--- config.mk ---
export PLATFORM = sky130hd
export DESIGN_NAME = byte_packer_flat
export DESIGN_NICKNAME = d
export VERILOG_FILES = /design/src/rtl/byte_packer_if.sv /design/src/rtl/byte_packer.sv /design/src/flat_wrapper.sv
export SDC_FILE = /design/constraint.sdc
export NUM_CORES = 1
export LEC_CHECK = 0
export ABC_AREA = 1
export CORE_AREA = 3 3 103 105
export CTS_BUF_LIST = sky130_fd_sc_hd__clkbuf_16
export CTS_CLUSTER_SIZE = 12
export DETAILED_ROUTE_END_ITERATION = 7
export DIE_AREA = 0 0 106 108
export PLACE_DENSITY_LB_ADDON = 0.2
export SLEW_MARGIN = 20
export SYNTH_ARGS = -nofsm -noshare
export SYNTH_HDL_FRONTEND = slang
export SYNTH_SLANG_ARGS = --single-unit
--- constraint.sdc ---
create_clock -name clk -period 6.25 [get_ports clk]
set_input_delay 1.25 -clock clk [delete_from_list [all_inputs] [get_ports clk]]
set_output_delay 1.25 -clock clk [all_outputs]
set_load 0.02 [all_outputs]
--- src/rtl/byte_packer_if.sv ---
// ---------------------------------------------------------------------------
// | Interface : byte_packer_if                                              |
// | Purpose   : byte-side and word-side valid/ready bundle of byte_packer.  |
// |             The slave modport is the packer; master is the peer logic   |
// |             that feeds bytes and consumes words.                        |
// | Revision  : 1.0  initial release                                        |
// ---------------------------------------------------------------------------
`default_nettype none

interface byte_packer_if;
  logic        in_valid;
  logic        in_ready;
  logic [7:0]  in_byte;
  logic        in_last;
  logic        out_valid;
  logic        out_ready;
  logic [31:0] out_word;
  logic [2:0]  out_count;

  modport master (
    output in_valid, in_byte, in_last, out_ready,
    input  in_ready, out_valid, out_word, out_count
  );

  modport slave (
    input  in_valid, in_byte, in_last, out_ready,
    output in_ready, out_valid, out_word, out_count
  );
endinterface

`default_nettype wire

--- src/rtl/byte_packer.sv ---
// ---------------------------------------------------------------------------
// | Module    : byte_packer                                                 |
// | Purpose   : packs a byte stream into 32-bit words (first byte in the    |
// |             most significant lane), with partial-word flush on in_last. |
// |             Unwritten lanes of a partial word carry PAD_BYTE.           |
// | Options   : BYTE_PACKER_LE_EN - little-endian lane order (byte k in     |
// |             bits [8k+7:8k]); padding still fills the lanes after the    |
// |             last written byte.                                          |
// | Revision  : 1.0  initial release                                        |
// ---------------------------------------------------------------------------
`default_nettype none

module byte_packer #(
  parameter logic [7:0] PAD_BYTE = 8'h00
) (
  input  logic          clk,
  input  logic          reset,
  byte_packer_if.slave  bus
);

  typedef enum logic [0:0] {
    FILL = 1'b0,
    HOLD = 1'b1
  } state_t;

  state_t      r_state;
  state_t      w_state_next;
  logic [1:0]  r_cnt;
  logic [31:0] r_acc;
  logic [31:0] r_word;
  logic [2:0]  r_count;

  logic        w_out_valid;
  logic        w_in_ready;
  logic        w_accept;
  logic        w_complete;
  logic        w_drain;
  logic [31:0] w_word;
  logic [31:0] w_acc_set;

  // Output holds a word exactly while the FSM sits in HOLD.
  assign w_out_valid = (r_state == HOLD);
  // Room for a byte whenever the output slot is empty or being emptied; never during reset.
  assign w_in_ready  = !reset && (!w_out_valid || bus.out_ready);
  assign w_accept    = bus.in_valid && w_in_ready;
  assign w_complete  = w_accept && ((r_cnt == 2'd3) || bus.in_last);
  assign w_drain     = w_out_valid && bus.out_ready;

  // Per-lane merge: lanes below cnt come from the accumulator, lane cnt takes the
  // incoming byte, lanes above cnt are padding in a completed word.
  for (genvar k = 0; k < 4; k++) begin : g_lane
    localparam logic [1:0] c_LANE = 2'(k);
`ifdef BYTE_PACKER_LE_EN
    localparam int c_LO = 8 * k;
`else
    localparam int c_LO = 24 - 8 * k;
`endif
    assign w_word[c_LO +: 8]    = (c_LANE < r_cnt)  ? r_acc[c_LO +: 8] :
                                  (c_LANE == r_cnt) ? bus.in_byte      : PAD_BYTE;
    assign w_acc_set[c_LO +: 8] = (c_LANE == r_cnt) ? bus.in_byte : r_acc[c_LO +: 8];
  end

  // Next-state: complete fills HOLD, drain without a new completion returns to FILL.
  always_comb begin
    w_state_next = r_state;
    case (r_state)
      FILL:    if (w_complete) w_state_next = HOLD;
      HOLD:    if (w_drain && !w_complete) w_state_next = FILL;
      default: w_state_next = FILL;
    endcase
  end

  // State register, lane counter, accumulator and output word registers.
  always_ff @(posedge clk or posedge reset) begin
    if (reset) begin
      r_state <= FILL;
      r_cnt   <= 2'd0;
      r_acc   <= 32'd0;
      r_word  <= 32'd0;
      r_count <= 3'd0;
    end else begin
      r_state <= w_state_next;
      if (w_complete) begin
        r_word  <= w_word;
        r_count <= {1'b0, r_cnt} + 3'd1;
        r_cnt   <= 2'd0;
        r_acc   <= 32'd0;
      end else if (w_accept) begin
        r_acc   <= w_acc_set;
        r_cnt   <= r_cnt + 2'd1;
      end
    end
  end

  assign bus.in_ready  = w_in_ready;
  assign bus.out_valid = w_out_valid;
  assign bus.out_word  = r_word;
  assign bus.out_count = r_count;

endmodule

`default_nettype wire
--- src/flat_wrapper.sv ---
// flat-port wrapper written by rule: the top's interface ports become plain ports
module byte_packer_flat 
#(
  parameter logic [7:0] PAD_BYTE = 8'h00
)
  (clk, reset, bus_in_valid, bus_in_byte, bus_in_last, bus_out_ready, bus_in_ready, bus_out_valid, bus_out_word, bus_out_count);
  byte_packer_if bus_i ();
  input  logic clk;
  input  logic reset;
  input wire logic [$bits(bus_i.in_valid)-1:0] bus_in_valid;
  input wire logic [$bits(bus_i.in_byte)-1:0] bus_in_byte;
  input wire logic [$bits(bus_i.in_last)-1:0] bus_in_last;
  input wire logic [$bits(bus_i.out_ready)-1:0] bus_out_ready;
  output wire logic [$bits(bus_i.in_ready)-1:0] bus_in_ready;
  output wire logic [$bits(bus_i.out_valid)-1:0] bus_out_valid;
  output wire logic [$bits(bus_i.out_word)-1:0] bus_out_word;
  output wire logic [$bits(bus_i.out_count)-1:0] bus_out_count;
  assign bus_i.in_valid = bus_in_valid;
  assign bus_i.in_byte = bus_in_byte;
  assign bus_i.in_last = bus_in_last;
  assign bus_i.out_ready = bus_out_ready;
  assign bus_in_ready = bus_i.in_ready;
  assign bus_out_valid = bus_i.out_valid;
  assign bus_out_word = bus_i.out_word;
  assign bus_out_count = bus_i.out_count;
  byte_packer #(.PAD_BYTE(PAD_BYTE)) u_core (.clk(clk), .reset(reset), .bus(bus_i));
endmodule
# After elaboration in Yosys (flattened, before gate mapping)
# Index checks and enable logic that the tools add are counted.
[totals]
regBits = 70
in_bits = 13
output_inout_bits = 37
[op_classes]
add_sub_neg = 2
magnitude_cmp = 4
n_eq_ne = 4
n_mux = 19
bitwise = 1
n_reduce_logical = 20
[ops]
columns = ["cell", "count"]
rows = [
  ["$mux W8", 12],
  ["$mux W32", 2],
  ["$reduce_bool A2 Y1", 5],
  ["$reduce_and A2 Y1", 4],
  ["$logic_and A1 B1 Y1", 5],
  ["$eq A2 B2 Y1 const A", 2],
  ["$lt A1 B2 Y1 const A", 2],
  ["$lt A2 B2 Y1 const A", 2],
  ["$mux W2", 2],
  ["$add A2 B1 Y3 const B", 1],
  ["$logic_not A1 Y1", 3],
  ["$add A2 B1 Y2 const B", 1],
  ["$eq A1 B2 Y1 const A", 1],
  ["$eq A2 B2 Y1 const B", 1],
  ["$logic_not A2 Y1", 1],
  ["$logic_or A1 B1 Y1", 2],
  ["$mux W1", 2],
  ["$pmux W1 S2", 1],
  ["$not A1 Y1", 1],
]

# Logic depth before layout (Yosys ltp)
[depth]
ltp_word = 9
ltp_mapped = 9
ltp_nobuf = 7

# Worst setup path after synthesis
# No wires, ideal clock.
[synth_timing]
kind = "input-to-reg"
start = "in reset"
end = "reg u_core.r_word[10], in the netlist u_core.bus.out_word[10]"
setup_ns = 0.116
t_arrival_ns = 3.389
required_ns = 6.134
setup_slack_ns = 2.745
cell_stages = 7
cell_sequence = "inv_1 nand2_2 nor2_4 nand2_2 buf_2 nand2_1 nand2_1"
[synth_via]
elab_chain_cells = 4
[synth_lines]
columns = ["item", "line", "source"]
rows = [
  ["from (decl)", "flat_wrapper.sv:9", "input logic reset;"],
  ["$logic_not A1 Y1", "byte_packer.sv:44", "assign w_in_ready = !reset && (!w_out_valid || bus.out_ready);"],
  ["$logic_and A1 B1 Y1", "byte_packer.sv:44", ""],
  ["$logic_and A1 B1 Y1", "byte_packer.sv:45", "assign w_accept = bus.in_valid && w_in_ready;"],
  ["$logic_and A1 B1 Y1", "byte_packer.sv:46", "assign w_complete = w_accept && ((r_cnt == 2'd3) || bus.in_last);"],
  ["to (signal assigned)", "byte_packer.sv:84", "r_word <= w_word;"],
  ["to (decl)", "byte_packer.sv:30", "logic [31:0] r_word;"],
]
# No other way between the ends.
# A chain may end at the register's enable or synchronous reset.

# Final worst setup path
[layout_timing]
start = "in bus_out_ready"
end = "out bus_in_ready"
[layout_via]
elab_chain_cells = 2
[layout_lines]
columns = ["item", "line", "source"]
rows = [
  ["from (decl)", "flat_wrapper.sv:13", "input wire logic [$bits(bus_i.out_ready)-1:0] bus_out_ready;"],
  ["$logic_or A1 B1 Y1", "byte_packer.sv:44", ""],
  ["$logic_and A1 B1 Y1", "byte_packer.sv:44", ""],
  ["to (decl)", "flat_wrapper.sv:14", "output wire logic [$bits(bus_i.in_ready)-1:0] bus_in_ready;"],
]
# No other way between the ends.

==> run_results.csv <==
group,metric,value,unit
timing,max_freq,0.268,GHz
placed_design,placed_cells,528,
global_routing,grt_pass1_wl,12800,µm
flow_run,maxCapViolations,0,
worst_setup_path,critPathSlowestCell,"clkdlybuf4s50_1",
power,p_int,0.968,mW
timing,grt_setup_unrepaired,"no",
synthesis,avgSynthCellArea,8.04,µm²
outcome,outcome,"finished, final reports clean",
floorplanning,start_util,0.302,
floorplanning,rows,36,
worst_setup_path,cpMostUsedCell,"clkdlybuf4s50_1",
route,wl,7550,µm
power,p_comb_frac,0.262,
worst_setup_path,worstPathCellList,"clkdlybuf4s50_1, inv_2, a21oi_1, clkdlybuf4s50_1",
clock_tree,clock-sinks,62,
global_routing,grt_max_degree,63,
timing,setup_ws,2.52,ns
final_layout,final-instance-count-excl-fill,544,
timing,hold_viol,0,
timing,max-slew-margin-rel,0.356,
power,vdd_drop_max,0.104,mV
clock_tree,tritoncts,"built",
floorplanning,core_area,9730,µm²
clock_tree,cts-resized-gates,0,
synthesis,syn_area,2940,µm²
min_path,min_path_type,"reg -> reg",
clock_tree,postCtsSetupRepairBufs,0,
power,power_density,372,nW/µm²
clock_tree,htree_levels,3,
worst_setup_path,max_stage_delay,0.61,ns
timing,worst_pin_slew,0.963,ns
worst_setup_path,crit_path_end_kind,"primary output",
synthesis,syn_nets,383,
final_layout,fill_cells,1034,
power,p_seq_frac,0.373,
power,power,1.41,mW
placed_design,gp_congestion,0.739,
min_path,min_from,"u_core.bus.out_word[1]$_DFFE_PP0P_",
timing,finalCritPeriodShare,0.596,
floorplanning,die-width,106,µm
worst_setup_path,path_class,"in -> out",
worst_setup_path,startpoint_type,"input port",
final_layout,num_antenna_cells,0,
clock_tree,ctsHoldBuffers,0,
synthesis,yosysWarnings,0,
clock_tree,clk_latency,0.32,ns
global_routing,grt_pass1_vias,2533,
power,power_switching,0.438,mW
route,antenna_left,0,
clock_tree,clkTransAtPathRegs,0.05,ns
timing,setup_tns,0,ns
synthesis,ys_ff_latch,62,
placed_design,dpl_cell_area,3470,µm²
final_layout,multi_input_area,1210,µm²
synthesis,synthCells,365,
worst_setup_path,critPathBufInv,3,
power,p_leak,1.98,nW
floorplanning,dieArea,11400,µm²
final_layout,seqCellArea,1550,µm²
route,drt-pass1-iter-count,4,
clock_tree,cts_buffer_depth,2,
final_layout,area_growth,28.7,%
placed_design,hpwlAfterDp,4490,µm
final_layout,final_cell_mix,"nand2_1 (206), dfrtp_1 (62), clkdlybuf4s50_1 (49), nand3_1 (26), nand4_1 (24)",
worst_setup_path,cp.arrival,2.48,ns
power,switching_share,0.311,
worst_setup_path,critPathTopFamily,"buffers and inverters",
placed_design,port_buffers,49,
power,clockPowerShare,0.365,
final_layout,post-route-util,0.388,
global_routing,grt_use_total,0.142,
floorplanning,die_h,108,µm
floorplanning,pin_count,50,
timing,skew,0.00614,ns
final_layout,nets,424,
synthesis,synth_cell_types,17,
route,routed_via_density,4.58,
clock_tree,cts_root_buf,"clkbuf_16",
global_routing,globalRouteOverflowTotal,0,
final_layout,drive_gt1_frac,0.0608,
timing,worst_hold_slack,0.467,ns
placed_design,post-place-ws,2.52,ns
route,drt_iter0_markers,217,
timing,maxSlewViolCount,0,
clock_tree,cts_buffers,9,
final_layout,final_common_cell,"nand2_1",
route,wl_per_cell,13.9,µm
worst_setup_path,cp.required,5.00,ns
worst_setup_path,r2r_start,"u_core.r_cnt[1]$_DFFE_PP0P_",
timing,finalCriticalPeriod,3.73,ns
worst_setup_path,cp-startpoint,"bus_out_ready",
synthesis,ys_seq_area_frac,0.529,
global_routing,antenna_found_initial,0,
route,drc_errors,0,
route,vias,2489,
worst_setup_path,cp_max_fo,2,
timing,setup_viol,0,
final_layout,final_area,3780,µm²
-- final cells by class --
class                      count  share of cell area
tap                          133              0.0441
clock inverter                 7              0.0215
inverter                      10             0.00994
sequential                    62               0.411
timing repair buffer          51               0.134
multi-input combinational    272               0.320
clock buffer                   9              0.0596
-- cell usage after synthesis --
cell / n / share of area
o21ai_0: 2 / 0.0034
inv_1: 7 / 0.0090
nand3_1: 26 / 0.044
buf_4: 5 / 0.013
nor2_4: 1 / 0.0038
a21oi_1: 1 / 0.0017
nand2_1: 206 / 0.26
nor3_4: 1 / 0.0055
nor2_8: 1 / 0.0068
clkinv_1: 2 / 0.0026
ha_1: 5 / 0.021
nand4_1: 24 / 0.051
buf_2: 13 / 0.022
dfrtp_1: 62 / 0.53
buf_6: 3 / 0.012
nand2_2: 5 / 0.011
inv_2: 1 / 0.0013
-- power groups by stage --
| stage | sequential [mW] | combinational (mW) | clock [mW] |
|---|---|---|---|
| 2_1_floorplan | 0.581 | 0.171 | 0 |
| 3_3_place_gp | 0.529 | 0.372 | 0 |
| 3_5_place_dp | 0.532 | 0.372 | 0 |
| 4_1_cts | 0.526 | 0.374 | 0.527 |
| 5_1_grt | 0.537 | 0.412 | 0.545 |
| 6_report | 0.525 | 0.368 | 0.513 |
-- logic make-up (layout without fill, tap and decap cells) --
logic type | count (synthesis) | in the layout | synth area share
AOI/OAI and AO/OA | 3 | 3 | 0.00511
and+or+nand+nor | 264 | 264 | 0.386
DFF | 62 | 62 | 0.529
buffers and inverters | 31 | 77 | 0.0593
adders and majority gates | 5 | 5 | 0.0213
-- final timing paths --
check | to | slack, ns | cells past startpoint
setup / recovery | bus_in_ready | 2.52 | 4
hold / removal | u_core.bus.out_word[1]$_DFFE_PP0P_ | 0.47 | 2
setup reg to reg | u_core.bus.out_word[27]$_DFFE_PP0P_ | 3.74 | 5
hold reg to reg | u_core.bus.out_word[1]$_DFFE_PP0P_ | 0.47 | 2
max in group asynchronous | u_core.r_acc[12]$_DFFE_PP0P_ | 4.18 | 3
min in group asynchronous | u_core.bus.out_word[5]$_DFFE_PP0P_ | 1.54 | 3
-- per-layer routing --
| layer | vias to the layer above | track usage | share of wire |
|---|---|---|---|
| li1 | 1240 | - | - |
| met1 | 1159 | 0.193 | 0.46 |
| met2 | 82 | 0.222 | 0.46 |
| met3 | 8 | 0.0364 | 0.069 |
| met4 | 0 | 0.0490 | 0.012 |
| met5 | - | 0 | 0 |
-- state kept, by name (all words and copies together), names as in the netlist --
name	count
u_core.r_acc	24
u_core.r_cnt	2
u_core.bus.out_word	32
u_core.bus.out_count	3
u_core.bus.out_valid	1
-- worst reg2reg max path: stages (launching register included) --
cell     delay (ns)
dfrtp_1        0.62
ha_1           0.57
nor2_8         0.21
nor3_4         0.83
nand2_1        0.13
nand2_1        0.09
No activity file was read; power rests on OpenSTA's default activity.
